<file path="src/rtl/modexp_ctrl.sv">
// rtl/modexp_ctrl.sv - square-and-multiply sequencer driving the MonPro datapath
// Scans the exponent MSB-first from the top word and skips leading zeros until the first 1.
module modexp_ctrl #(
    parameter int DATA_WIDTH = 64,
    parameter int ADDR_WIDTH = 6
) (
    input  logic                    clk,
    input  logic                    reset,
    input  logic                    startInput,
    output logic                    e_rd,
    output logic [ADDR_WIDTH-1:0]   e_addr,
    input  logic [DATA_WIDTH-1:0]   e_rdata,
    output logic                    mm_start,
    output logic [2:0]              mm_op,
    input  logic                    mm_done,
    output logic                    busy,
    output logic                    done,
    output logic [3:0]              state,
    output logic [ADDR_WIDTH+5:0]   bit_idx
);

    localparam int CW = $clog2(DATA_WIDTH);
    localparam int BW = ADDR_WIDTH + 6;

    localparam logic [2:0] OP_NOP       = 3'd0;
    localparam logic [2:0] OP_TO_MONT_M = 3'd1;
    localparam logic [2:0] OP_TO_MONT_1 = 3'd2;
    localparam logic [2:0] OP_SQR       = 3'd3;
    localparam logic [2:0] OP_MUL       = 3'd4;
    localparam logic [2:0] OP_FROM_MONT = 3'd5;

    typedef enum logic [3:0] {
        S_IDLE   = 4'd0,
        S_INIT_M = 4'd1,
        S_INIT_X = 4'd2,
        S_FETCH  = 4'd3,
        S_LOAD   = 4'd4,
        S_SCAN   = 4'd5,
        S_SQR    = 4'd6,
        S_MUL    = 4'd7,
        S_FINAL  = 4'd8,
        S_DONE   = 4'd9
    } state_t;

    state_t                  state_q, state_d;
    logic [ADDR_WIDTH-1:0]   word_q, word_d;
    logic [CW-1:0]           cnt_q, cnt_d;
    logic [DATA_WIDTH-1:0]   shreg_q, shreg_d;
    logic                    lz_q, lz_d;
    logic                    cur_bit_q, cur_bit_d;
    logic [BW-1:0]           bit_idx_q, bit_idx_d;
    logic                    mm_start_q, mm_start_d;
    logic                    op_ack;
    logic                    take_next;

    always_ff @(posedge clk) begin
        if (reset) begin
            state_q    <= S_IDLE;
            word_q     <= '0;
            cnt_q      <= '0;
            shreg_q    <= '0;
            lz_q       <= 1'b1;
            cur_bit_q  <= 1'b0;
            bit_idx_q  <= '0;
            mm_start_q <= 1'b0;
        end else begin
            state_q    <= state_d;
            word_q     <= word_d;
            cnt_q      <= cnt_d;
            shreg_q    <= shreg_d;
            lz_q       <= lz_d;
            cur_bit_q  <= cur_bit_d;
            bit_idx_q  <= bit_idx_d;
            mm_start_q <= mm_start_d;
        end
    end

    // A completion arriving in the launch cycle belongs to no op of ours.
    assign op_ack = mm_done && !mm_start_q;

    always_comb begin
        state_d    = state_q;
        word_d     = word_q;
        cnt_d      = cnt_q;
        shreg_d    = shreg_q;
        lz_d       = lz_q;
        cur_bit_d  = cur_bit_q;
        bit_idx_d  = bit_idx_q;
        mm_start_d = 1'b0;
        take_next  = 1'b0;

        case (state_q)
            S_IDLE: begin
                if (startInput) begin
                    state_d    = S_INIT_M;
                    mm_start_d = 1'b1;
                    word_d     = '1;
                    lz_d       = 1'b1;
                end
            end
            S_INIT_M: begin
                if (op_ack) begin
                    state_d    = S_INIT_X;
                    mm_start_d = 1'b1;
                end
            end
            S_INIT_X: begin
                if (op_ack) state_d = S_FETCH;
            end
            S_FETCH: state_d = S_LOAD;
            S_LOAD: begin
                shreg_d = e_rdata;
                cnt_d   = CW'(DATA_WIDTH - 1);
                state_d = S_SCAN;
            end
            S_SCAN: begin
                cur_bit_d = shreg_q[DATA_WIDTH-1];
                shreg_d   = shreg_q << 1;
                bit_idx_d = BW'(word_q) * BW'(DATA_WIDTH) + BW'(cnt_q);
                if (lz_q && !shreg_q[DATA_WIDTH-1]) begin
                    take_next = 1'b1;
                end else begin
                    lz_d       = 1'b0;
                    state_d    = S_SQR;
                    mm_start_d = 1'b1;
                end
            end
            S_SQR: begin
                if (op_ack) begin
                    if (cur_bit_q) begin
                        state_d    = S_MUL;
                        mm_start_d = 1'b1;
                    end else begin
                        take_next = 1'b1;
                    end
                end
            end
            S_MUL: begin
                if (op_ack) take_next = 1'b1;
            end
            S_FINAL: begin
                if (op_ack) state_d = S_DONE;
            end
            S_DONE:  state_d = S_IDLE;
            default: state_d = S_IDLE;
        endcase

        if (take_next) begin
            if (cnt_q != '0) begin
                cnt_d   = cnt_q - 1'b1;
                state_d = S_SCAN;
            end else if (word_q != '0) begin
                word_d  = word_q - 1'b1;
                state_d = S_FETCH;
            end else begin
                state_d    = S_FINAL;
                mm_start_d = 1'b1;
            end
        end
    end

    always_comb begin
        mm_op = OP_NOP;
        case (state_q)
            S_INIT_M: mm_op = OP_TO_MONT_M;
            S_INIT_X: mm_op = OP_TO_MONT_1;
            S_SQR:    mm_op = OP_SQR;
            S_MUL:    mm_op = OP_MUL;
            S_FINAL:  mm_op = OP_FROM_MONT;
            default:  mm_op = OP_NOP;
        endcase
    end

    assign e_rd     = (state_q == S_FETCH);
    assign e_addr   = word_q;
    assign mm_start = mm_start_q;
    assign busy     = (state_q != S_IDLE);
    assign done     = (state_q == S_DONE);
    assign state    = state_q;
    assign bit_idx  = bit_idx_q;

endmodule

</file>
<file path="config.mk">
export PLATFORM = sky130hd
export DESIGN_NAME = modexp_ctrl
export DESIGN_NICKNAME = d
export VERILOG_FILES = /design/src/rtl/modexp_ctrl.sv
export SDC_FILE = /design/constraint.sdc
export NUM_CORES = 1
export LEC_CHECK = 0
export CORE_MARGIN = 1
export CORE_UTILIZATION = 50
export CTS_BUF_LIST = sky130_fd_sc_hd__clkbuf_16
export DETAILED_ROUTE_END_ITERATION = 10
export GPL_ROUTABILITY_DRIVEN = 0
export PLACE_DENSITY_LB_ADDON = 0.2
export SETUP_SLACK_MARGIN = 0.5
export SYNTH_ARGS = -nofsm -noshare
export SYNTH_HDL_FRONTEND = slang
export SYNTH_SLANG_ARGS = --single-unit
export TNS_END_PERCENT = 1
</file>
<file path="constraint.sdc">
create_clock -name clk -period 2.3 [get_ports clk]
set_input_delay 0.345 -clock clk [delete_from_list [all_inputs] [get_ports clk]]
set_output_delay 0.345 -clock clk [all_outputs]
set_load 0.01 [all_outputs]
</file>
## Yosys cells after proc, flatten, opt, wreduce, memory -nomap -nowiden

Cells that the tools add are included.
W data, S select, Z words.

- Memories kept: 0
- Output and inout port bits: 29
- Input bits: 68
- Memory bits (read-only): 0
- Logic and storage cells: 79
- Bits in latches: 0
- Memory bits (writable): 0
- Flip-flop bits (word level): 95

- Divide/modulo/power cells: 0
- Multiply operators: 0
- Eq/ne operators: 19
- Add/subtract/negate cells: 3
- Reduce and logical (&&, ||, !) cells: 12
- Magnitude comparators: 0
- Bitwise gates (word level): 0
- Muxes and demuxes: 37
- Shift-type cells: 0

Operator list:

| operator | number |
|---|---|
| $pmux W64 S2 | 1 |
| $mux W6 | 8 |
| $mux W4 | 10 |
| $pmux W4 S9 | 1 |
| $ne A3 B3 Y1 const B | 7 |
| $eq A4 B3 Y1 const B | 4 |
| $pmux W3 S5 | 1 |
| $mux W1 | 13 |
| $add A12 B6 Y12 | 1 |
| $reduce_bool A6 Y1 | 2 |
| $sub A6 B1 Y6 const B | 2 |
| $eq A4 B2 Y1 const B | 2 |
| $eq A4 B4 Y1 const B | 2 |
| $reduce_and A8 Y1 | 1 |
| $ne A2 B2 Y1 const B | 3 |
| $eq A4 B1 Y1 const B | 1 |
| $logic_not A4 Y1 | 1 |
| $pmux W1 S4 | 1 |
| $reduce_bool A2 Y1 | 2 |
| $reduce_bool A4 Y1 | 1 |
| $pmux W1 S3 | 1 |
| $reduce_and A3 Y1 | 1 |
| $logic_and A1 B1 Y1 | 2 |
| $logic_not A1 Y1 | 2 |
| $pmux W1 S2 | 1 |

## Longest topological paths before layout

- Depth in word-level cells: 7
- Gate-level depth with buffers: 7
- Mapped depth without buffers: 7

## Worst setup path before layout

Ideal clock, no wire load.

- Path type: register to register
- From: reg state_q[1] (netlist: state[1])
- To: reg word_q[4] (netlist: e_addr[4])
- Setup time: 0.132 ns
- Buffers on the path: 2
- Path slack: 0.548 ns
- Stages on the path, launching flop included: 8
- Data arrival time: 1.619 ns
- Clock period less this slack: 1.752 ns
- Path through: dfxtp_1 > buf_2 > nand4b_1 > o32ai_2 > buf_4 > nand2_1 > o41ai_1 > a21oi_1

- Longest elaborated chain between the ends: 5
- Elaborated cells on any way between the ends: 9
- Those cells by class: 3 x eq/ne; 5 x mux; 1 x reduce/logical

RTL lines:

| element | line | source |
|---|---|---|
| start, declared | 45 | `state_t state_q, state_d;` |
| start signal, assigned | 67 | `state_q <= state_d;` |
| $logic_not A4 Y1 | 92 | `case (state_q)` |
| $mux W6 | 92 |  |
| $mux W6 | 152 | `end else if (word_q != '0) begin` |
| $mux W6 | 149 | `if (cnt_q != '0) begin` |
| $mux W6 (*) | 148 | `if (take_next) begin` |
| end signal, assigned | 68 | `word_q <= word_d;` |
| end, declared | 46 | `logic [ADDR_WIDTH-1:0] word_q, word_d;` |

Mark *: on every way between the ends. The rest lies on a longest branch, timed or not.
A chain may end at the register's enable or synchronous reset.

## Final worst setup path

- From: reg state_q[0] (netlist: state[0])
- To: out mm_op[0]

- Longest elaborated chain between the ends: 2
- Elaborated cells on any way between the ends: 6
- Those cells by class: 5 x eq/ne; 1 x mux

RTL lines:

| element | line | source |
|---|---|---|
| $eq A4 B4 Y1 (tied with other cells) | 164 | `case (state_q)` |
| $pmux W3 S5 (*) | 164 |  |
| end, declared | 14 | `output logic [2:0] mm_op,` |

Marked as above.

==> results.md <==
- number of enable flip-flop cells after synthesis: 0
- count of unique library cells instantiated by Yosys: 45
- most repeated cell in the gate-level netlist after synthesis: sky130_fd_sc_hd__dfxtp_1
- Worst R2R Setup Slack: 460 ps
- cell type with the largest total area after synthesis: sky130_fd_sc_hd__dfxtp_1
- count of cells along the worst hold path: 2
- Post-Synthesis Net Count: 566
- Routed WL per cell: 15.6 um
- synth-to-layout area growth: 35.4%
- post-synthesis compound-gate area fraction: 30.7%
- final HPWL from detailed placement: 6.82 mm
- final non-filler cell area: 0.00564 mm2
- top cells by count, synth: 95 x sky130_fd_sc_hd__dfxtp_1, 94 x sky130_fd_sc_hd__nand2_1, 88 x sky130_fd_sc_hd__a21oi_1
- post-synthesis instance area: 0.00416 mm2
- final net count: 645
- floorplan die area: 0.00869 mm2
- power density over the cells: 901 mW/mm2
- Slew headroom: 70.7%
- critical register-to-register path startpoint: state[3]
- Crit Reg-Reg Endpoint: shreg_q[59]
- area share of the largest cell type after synthesis: 45.7%
- nature of the critical path endpoint: output pin
- register bit count reported by yosys: 95
- count of antenna diodes in the layout: 0
- max-capacitance violation count: 0
- mean post-synth cell area: 8.39 um2
- TritonCTS clock tree: built
- Buf/Inv on CP: 1
- parity-gate share of the synthesized area counting xor and xnor cells: 0%
- post-synthesis sequential area ratio: 45.7%
- Inserted Clock Buffers: 9
- worst path cell trace: or4b_4 > o21ai_0 > clkdlybuf4s15_1
- slowest cell on the critical path: sky130_fd_sc_hd__or4b_4
- max-slew violation count: 0
- data required time at the worst endpoint: 1960 ps
- end point of the most critical hold path: state[0]
- final clock period utilization by the worst path: 82.5%
- status: finished, final reports clean
- top flip-flop cell by instance count after synthesis: sky130_fd_sc_hd__dfxtp_1
- actual slew at the worst max-slew pin: 434 ps
- met1 track utilization from global routing: 30.7%
- Static Leakage: 1.86 nW
- kind of critical path: reg2out
- total stage count of the critical path: 3
- area post-placement: 0.00528 mm2
- Global Route met3 Usage: 5.93%
- global routing met2 resource utilization: 42.4%
- clock root buffer master: sky130_fd_sc_hd__clkbuf_16
- number of vias per cell: 5.98
- combinational family with the most area after synthesis: compound AO/OA/AOI/OAI gates
- Startpoint Class: flip-flop
- final hold vios: 0
- Buffers on Ports: 96
- maximum number of pins on one net before global-route repair: 78
- wire length of the first global-routing pass: 17.5 mm
- Final Skew: 9.00 ps
- number of sinks handled by clock tree synthesis: 95
- highest net fanout along the worst path: 4
- 1st-pass router iterations: 4
- width of the die: 93.2 um
- worst min path class: in2reg
- number of warnings printed during yosys synthesis: 0
- DR DRC count: 0
- share of flip-flops with an asynchronous set or reset: 0%
- final total negative setup slack: 0 ps
- unrepaired setup endpoints after global routing: true
- die height: 93.2 um
- cell family with the largest share of critical-path delay: simple AND/OR/NAND/NOR gates
- synthesized instance count: 496
- Placed Instances: 665
- worst setup slack after layout: 402 ps
- simple-gate share of the synthesized area: 17.3%
- Antenna Violating Nets Remaining: 0
- maximum clock insertion buffer count: 2
- number of vias in the routed layout: 4069
- fraction of final layout cells sized beyond drive strength 1: 9.34%
- data arrival time of the critical path: 1550 ps
- post-layout instance count excluding filler cells: 680
- number of antenna violations at the first check in global routing: 0
- num rows: 32
- maximum resistive drop on vdd: 0.000652 V
- global route total overflow: 0
- min-delay src: reset
- Max Clk Rate: 527 MHz
- leading post-synthesis cells by cell area: sky130_fd_sc_hd__dfxtp_1 46%, sky130_fd_sc_hd__o221ai_1 13%, sky130_fd_sc_hd__a21oi_1 11%, sky130_fd_sc_hd__nand2_1 8.5%, sky130_fd_sc_hd__clkbuf_1 3.1%
- cts-stage hold buffer count: 0
- GRT Max-Usage Layer: met2
- I/O pin count: 97
- insertion delay of the later-clocked pin in the worst-skew pair: 330 ps
- Final Core Density: 71.5%
- clock slew at reported path FFs: 60 ps
- First DRT Iteration DRCs: 209
- Worst Reg-to-Reg Cells: 6
- total wire length: 10.6 mm
- Core Footprint: 0.00789 mm2
- Synth Area in Adders: 0.601%
- total number of H-tree levels: 3
- number of setup violations in the final report: 0
- fraction of synthesized area in multiplexers: 0.271%
- Slowest Stage Delay on Critical Path: 560 ps
- Starting Density: 52.8%
- vias in the first global route: 3784
- post-placement setup slack: 203 ps
- Total GRT Usage: 25.2%
- Min Clock Period, post-route: 1900 ps
==> flip-flops by register name, indices dropped and copies added (netlist names) <==
| name | cells |
|---|---|
| mm_start | 1 |
| state | 4 |
| cnt_q | 6 |
| bit_idx | 12 |
| e_addr | 6 |
| shreg_q | 64 |
| cur_bit_q | 1 |
| lz_q | 1 |
==> worst max-delay path by stage <==
stage	from	to	slack (ps)
floorplan	state[1]	e_addr[4]	550
global placement	mm_done	cnt_q[4]	200
detailed placement	mm_done	cnt_q[4]	200
CTS	state[3]	mm_op[1]	300
global route	state[2]	mm_op[0]	340
finish	state[0]	mm_op[0]	400
==> logic make-up (layout without fill, tap and decap cells) <==
| group | Yosys count | after routing |
|---|---|---|
| simple gates | 155 | 155 |
| compound gates | 188 | 188 |
| flops | 95 | 95 |
| fa+ha+maj | 2 | 2 |
| mux | 1 | 1 |
| buf+inv | 55 | 137 |
==> area by class of cell <==
type / count / area, um2
Timing Repair Buffer: 115 / 1180
Multi-Input combinational cell: 346 / 2090
Inverter: 8 / 30.0
Tap cell: 102 / 128
Clock buffer: 9 / 225
Fill cell: 610 / 2250
Sequential cell: 95 / 1900
Clock inverter: 5 / 83.8
==> routing by layer <==
metal	wire length, um	part of all wire [%]
met3	578	5.4
met5	0	0
met2	5120	48
met1	4650	44
met4	291	2.7
==> report_power, final <==
group	total [mW]	leakage [nW]	switching [mW]	internal, mW
Combinational	1.60	0.946	0.903	0.701
Clock	1.55	0.144	0.608	0.944
Sequential	1.92	0.768	0.131	1.79
Total	5.08	1.86	1.64	3.44
==> cell usage in the layout (no fill, tap or decap), types with 4 or more instances in the layout <==
| cell type | instances |
|---|---|
| sky130_fd_sc_hd__dfxtp_1 | 95 |
| sky130_fd_sc_hd__nand2_1 | 93 |
| sky130_fd_sc_hd__clkdlybuf4s50_1 | 90 |
| sky130_fd_sc_hd__a21oi_1 | 88 |
| sky130_fd_sc_hd__o221ai_1 | 63 |
| sky130_fd_sc_hd__buf_4 | 11 |
| sky130_fd_sc_hd__nor2_1 | 10 |
| sky130_fd_sc_hd__nor3_1 | 9 |
| sky130_fd_sc_hd__a211oi_1 | 9 |
| sky130_fd_sc_hd__clkbuf_16 | 9 |
| sky130_fd_sc_hd__inv_1 | 8 |
| sky130_fd_sc_hd__nand2b_1 | 7 |
| sky130_fd_sc_hd__buf_12 | 6 |
| sky130_fd_sc_hd__a311oi_1 | 5 |
| sky130_fd_sc_hd__o21ai_0 | 4 |
| sky130_fd_sc_hd__and3_1 | 4 |
==> stage by stage <==
step | hold WS [ps] | total power, mW
after floorplan | 432 | 2.86
after global placement | 438 | 3.45
after detailed placement | 444 | 3.48
after CTS | 414 | 5.05
after global routing | 433 | 5.34
final | 428 | 5.08
==> worst register-to-register path: cells and delay by family, from the launching register on <==
kind                   cells  cell delay (ps)
DFF                        1              310
AOI/OAI and AO/OA          2              440
and+or+nand+nor            2              520
buffers and inverters      2              500
==> repair_timing <==
action,4_1_cts,5_1_grt
setup buffers,0,1
setup endpoints to repair,12,93
resized for setup,13,8
pin swaps,0,1
(Power assumes the default switching activity.)
